===== config.mk =====
export PLATFORM = sky130hd
export DESIGN_NAME = sw_debounce
export DESIGN_NICKNAME = d
export VERILOG_FILES = /design/src/rtl/sw_debounce_pkg.sv /design/src/rtl/debounce_bit.sv /design/src/rtl/sw_debounce.sv
export SDC_FILE = /design/constraint.sdc
export NUM_CORES = 1
export LEC_CHECK = 0
export ABC_AREA = 1
export BUFFER_PORTS_ARGS = -buffer_cell sky130_fd_sc_hd__buf_4
export CAP_MARGIN = 0
export CELL_PAD_IN_SITES_DETAIL_PLACEMENT = 0
export CELL_PAD_IN_SITES_GLOBAL_PLACEMENT = 1
export CORE_UTILIZATION = 45
export CTS_CLUSTER_SIZE = 28
export DETAILED_ROUTE_END_ITERATION = 10
export GPL_TIMING_DRIVEN = 0
export HOLD_SLACK_MARGIN = 0.1
export PLACE_DENSITY = 0.87
export RECOVER_POWER = 100
export SYNTH_ARGS = -nofsm -noshare
export SYNTH_HDL_FRONTEND = slang
export SYNTH_SLANG_ARGS = --single-unit

===== constraint.sdc =====
create_clock -name clk -period 2 [get_ports clk]
set_input_delay 0.4 -clock clk [delete_from_list [all_inputs] [get_ports clk]]
set_output_delay 0.4 -clock clk [all_outputs]
set_load 0.02 [all_outputs]

===== src/rtl/sw_debounce_pkg.sv =====
// rtl/sw_debounce_pkg.sv - shared defaults for the switch debouncer
package sw_debounce_pkg;

    localparam int unsigned SW_WIDTH          = 16;
    localparam int unsigned SW_TICK_DIV       = 50000;
    localparam int unsigned SW_STABLE_SAMPLES = 4;

    // Per-bit sample counters are fixed at 4 bits; STABLE_SAMPLES tops out at 15.
    localparam int unsigned SW_CNT_W          = 4;

endpackage


===== src/rtl/debounce_bit.sv =====
// rtl/debounce_bit.sv - one switch lane: synchronizer, sample counter, debounced level, edge pulses
module debounce_bit
    import sw_debounce_pkg::*;
#(
    parameter int unsigned STABLE_SAMPLES = SW_STABLE_SAMPLES
) (
    input  logic clk,
    input  logic rst,
    input  logic tick_i,
    input  logic raw_i,
    output logic db_o,
    output logic rise_o,
    output logic fall_o
);

    localparam logic [SW_CNT_W-1:0] CNT_ACCEPT = SW_CNT_W'(STABLE_SAMPLES);

    logic                sync1_q, sync2_q;
    logic                db_q, db_d;
    logic                rise_q, rise_d;
    logic                fall_q, fall_d;
    logic [SW_CNT_W-1:0] cnt_q, cnt_d;
    logic [SW_CNT_W-1:0] cnt_inc;

    assign cnt_inc = cnt_q + SW_CNT_W'(1);

    // Any matching sample restarts the run, so only an unbroken run of differing samples is accepted.
    always_comb begin
        cnt_d  = cnt_q;
        db_d   = db_q;
        rise_d = 1'b0;
        fall_d = 1'b0;
        if (tick_i) begin
            if (sync2_q != db_q) begin
                if (cnt_inc == CNT_ACCEPT) begin
                    cnt_d  = '0;
                    db_d   = ~db_q;
                    rise_d = ~db_q;
                    fall_d = db_q;
                end else begin
                    cnt_d = cnt_inc;
                end
            end else begin
                cnt_d = '0;
            end
        end
    end

    always_ff @(posedge clk or negedge rst) begin
        if (!rst) begin
            sync1_q <= 1'b0;
            sync2_q <= 1'b0;
            cnt_q   <= '0;
            db_q    <= 1'b0;
            rise_q  <= 1'b0;
            fall_q  <= 1'b0;
        end else begin
            sync1_q <= raw_i;
            sync2_q <= sync1_q;
            cnt_q   <= cnt_d;
            db_q    <= db_d;
            rise_q  <= rise_d;
            fall_q  <= fall_d;
        end
    end

    assign db_o   = db_q;
    assign rise_o = rise_q;
    assign fall_o = fall_q;

endmodule


===== src/rtl/sw_debounce.sv =====
// rtl/sw_debounce.sv - switch bank debouncer with a shared sample prescaler
module sw_debounce
    import sw_debounce_pkg::*;
#(
    parameter int unsigned WIDTH          = SW_WIDTH,
    parameter int unsigned TICK_DIV       = SW_TICK_DIV,
    parameter int unsigned STABLE_SAMPLES = SW_STABLE_SAMPLES
) (
    input  logic             clk,
    input  logic             rst,
    input  logic [WIDTH-1:0] sw_raw,
    output logic [WIDTH-1:0] sw_db,
    output logic [WIDTH-1:0] sw_rise,
    output logic [WIDTH-1:0] sw_fall,
    output logic             tick
);

    localparam int unsigned    PW         = $clog2(TICK_DIV);
    localparam logic [PW-1:0] PRESC_LAST = PW'(TICK_DIV - 1);

    logic [PW-1:0] presc_q, presc_d;

    // tick decodes the terminal count, so the first strobe lands TICK_DIV cycles after release.
    assign tick    = (presc_q == PRESC_LAST);
    assign presc_d = tick ? '0 : presc_q + PW'(1);

    always_ff @(posedge clk or negedge rst) begin
        if (!rst) begin
            presc_q <= '0;
        end else begin
            presc_q <= presc_d;
        end
    end

    for (genvar g = 0; g < WIDTH; g++) begin : g_bit
        debounce_bit #(
            .STABLE_SAMPLES (STABLE_SAMPLES)
        ) u_bit (
            .clk    (clk),
            .rst    (rst),
            .tick_i (tick),
            .raw_i  (sw_raw[g]),
            .db_o   (sw_db[g]),
            .rise_o (sw_rise[g]),
            .fall_o (sw_fall[g])
        );
    end

endmodule

==> impl_results.md <==
* Syn Area/Cell at 8.67 um^2
* Longest Clk Path Bufs at 2
* Synth Area in XOR/XNOR at 0.0322
* Fin nets at 1025
* Crit-path max cell delay at between 0.4 and 0.5 ns
* Final Total Pwr at 6.65 mW
* Post-synthesis simple-gate area fraction at 0.261
* IR drop worst, VDD at 751 uV
* Largest net degree at the start of global routing at 83
* Power per standard cell area at 715 mW/mm^2
* Asr flop ratio synth at 1.00
* Cell count after synthesis at between 800 and 900
* Vias in the first global route at roughly 5300
* Grt ovf at 0
* Worst Setup SP: presc_q[0]$_DFF_PN0_
* Kind of critical path: flop to output pin
* Starting Density at 0.461
* Worst EP required at about 1.6 ns
* First-pass GRT wire length at between 20 and 25 mm
* List of most frequent post-synthesis cells: nand2_1 (251), dfrtp_1 (160), inv_1 (120)
* Reg2Reg Launch Point: presc_q[0]$_DFF_PN0_
* Clk_skew at 0.00701 ns
* #FFs+latches synth at 160
* Crit share post-route at 0.986
* RSZ-0062 raised after global routing: yes
* DRC at 0
* Top FF cell, synth: dfrtp_1
* Post-synthesis mux area share at 0
* Yosys top cell area share at 0.526
* Main combinational cell family by area after synthesis: simple AND/OR/NAND/NOR gates
* Placed Area at 0.00842 mm^2
* Crit Path Max Fanout at 3
* Total track usage at 0.178
* Total number of vias at 5710
* Rows at 47
* Post-Synth Adder-Cell Area at 0.0279
* Cell Area, Synth at 0.00761 mm^2
* Crit-path cells: ha_4 -> nand3_4 -> inv_4 -> nand2_4 -> nor2_4 -> buf_6
* Initial antenna violation count at 0
* Slowest cell on the critical path: dfrtp_1
* Worst-path clk slew at ~0.060 ns
* Synth cell types at 25
* Leakage power at 5.00 nW
* Most common cell in the netlist: nand2_1
* TritonRoute pass-1 iters at 5
* Slew Viols, Final at 0
* Max-Cap Viols at 0
* Clock tree from TritonCTS: built
* Compound-Gate Fraction of Synth Area at 0.0376
* Synth Net Count at 913
* DIE HEIGHT at 132 um
* Core region area at 0.0165 mm^2
* Synth warnings at 0
* Die W at 132 um
* Clock root buffer: clkbuf_16
* Hold Startpoint: g_bit[15].u_bit.sync1_q$_DFF_PN0_
* # port buffers at 66
* Routed WL per cell at 11.6 um
* Worst Max-Slew Pin Slew at 0.624 ns
* Delay-heaviest family, CP: flip-flops
* Layout fillers at ~1500
* Final worst path period need at 1.97 ns
* Placer congestion estimate at 0.809
* TritonCTS Buffers at 17
* Sequential share of the synthesized area at 0.526
* Final hold slack at 0.347 ns
* Worst-Skew Late Latency at about 0.43 ns
* Worst endpoint data arrival time at 1.57 ns
* Area Growth Syn to Fin at 22.1%
* Core Util, Final at 0.563
* Placed cells at 1165
* Via density per instance at 4.67
* Share of layout cells above drive strength 1 at 0.198
* CP startpoint kind: flop
* Hold/Removal Path Class: flop to flop
* Synth area leaders: dfrtp_1 (53%), nand2_1 (12%), inv_1 (5.9%)
* Status: finished clean
* Hold Violations, Final at 0
* Initial DRC count at 315
* Die area at 0.0174 mm^2
* Area leader, netlist: dfrtp_1
* CTS Sinks at 160
* # setup viols final at 0
* Fin area at 0.00930 mm^2
* Antenna-violating nets left at 0
* Headroom to the max-slew limit at 0.584
* Number of synthesized flops with an enable pin at 0
* Htree depth at 4
* CP Buf/Inv Count at 2
* DP Wirelength at 9.45 mm
* N_diodes at 0
* I/O pin total at 67
* CP Capture Type: output pin
* Total Wirelength at roughly 14 mm
* Fin cells at 1223
* Max Clock Freq at 507 MHz
state kept, by name, indices dropped and copies added (netlist names):
register / count
g_bit.u_bit.cnt_q: 64
g_bit.u_bit.fall_o: 16
g_bit.u_bit.sync1_q: 16
g_bit.u_bit.db_o: 16
presc_q: 16
g_bit.u_bit.rise_o: 16
g_bit.u_bit.sync2_q: 16
placed cells by master (no fill, tap or decap), types with 5 or more instances in the layout:
cell type / synthesis / final
nand3_1: 62 / 62
clkinvlp_4: 0 / 6
clkbuf_1: 5 / 5
o21ai_0: 28 / 28
o22ai_1: 5 / 5
clkbuf_16: 0 / 17
nand3b_1: 10 / 10
dlygate4sd3_1: 0 / 17
inv_1: 120 / 117
dfrtp_1: 160 / 160
nor3_1: 8 / 8
xor2_1: 27 / 27
nor2_2: 2 / 5
nand4_1: 19 / 19
or2_2: 10 / 10
buf_4: 49 / 106
nand2_1: 251 / 249
o21bai_1: 14 / 14
clkbuf_4: 0 / 17
nor2_1: 67 / 64
nor2_4: 14 / 14
ha_1: 17 / 16
stage by stage:
| stage | setup slack (ns) | TNS, ns |
|---|---|---|
| after floorplan | 0.387 | 0 |
| after global placement | -0.348 | -54.56 |
| after detailed placement | -0.163 | -1.51 |
| after CTS | 0.00159 | 0 |
| after global routing | -0.0523 | -0.0524 |
| final | 0.0270 | 0 |
logic make-up after synthesis:
family / after synthesis
simple gates: 445
xor+xnor: 28
fa+ha+maj: 17
flops: 160
compound gates: 49
buf+inv: 179
metal layers:
metal,track usage,share of wire,routed length [um],up-vias
met5,0,0,0,-
met4,0.0711,0.021,303,0
met3,0.0388,0.030,428,20
met2,0.296,0.48,6810,88
met1,0.225,0.47,6590,2687
li1,-,-,-,2915
power breakdown:
part / switching [mW] / internal, mW / leakage [nW] / total, mW
registers: 0.0125 / 3.27 / 2.15 / 3.28
logic: 0.0895 / 0.0564 / 2.58 / 0.146
clock network: 1.31 / 1.91 / 0.269 / 3.22
total: 1.41 / 5.24 / 5.00 / 6.65
path summary, 6_finish.rpt:
| kind | endpoint | slack, ns | cells after the start |
|---|---|---|---|
| setup / recovery | tick | 0.03 | 6 |
| hold / removal | g_bit[15].u_bit.sync2_q$_DFF_PN0_ | 0.35 | 0 |
| setup reg to reg | g_bit[0].u_bit.cnt_q[1]$_DFFE_PN0P_ | 0.14 | 7 |
| hold reg to reg | g_bit[15].u_bit.sync2_q$_DFF_PN0_ | 0.35 | 0 |
| max in group asynchronous | g_bit[1].u_bit.db_o$_DFFE_PN0P_ | 0.69 | 3 |
| min in group asynchronous | g_bit[7].u_bit.rise_o$_DFF_PN0_ | 0.54 | 2 |
worst register-to-register path: cells and delay by family, from the launching register on:
kind / cells / cell delay (ns)
flip-flops: 1 / 0.41
buffers and inverters: 1 / 0.35
AND/OR/NAND/NOR: 5 / 0.82
adder cells (fa/ha/maj): 1 / 0.17
timing repair:
action                                 CTS  global route
pin swaps                                2             2
endpoints found under the hold margin   94             0
resized for setup                       13             6
hold buffers                            17             0
setup buffers                            7             3
setup endpoints to repair               11            14
cell type report:
cell class,count,area (um^2),area share
Buffer,58,425,0.0458
Clock buffer,21,460,0.0495
Clock inverter,11,131,0.0141
Inverter,120,453,0.0487
Multi-Input combinational cell,539,2770,0.298
Sequential cell,160,4000,0.431
Tap cell,220,275,0.0296
Timing Repair Buffer,94,779,0.0838
(Power assumes the default switching activity.)
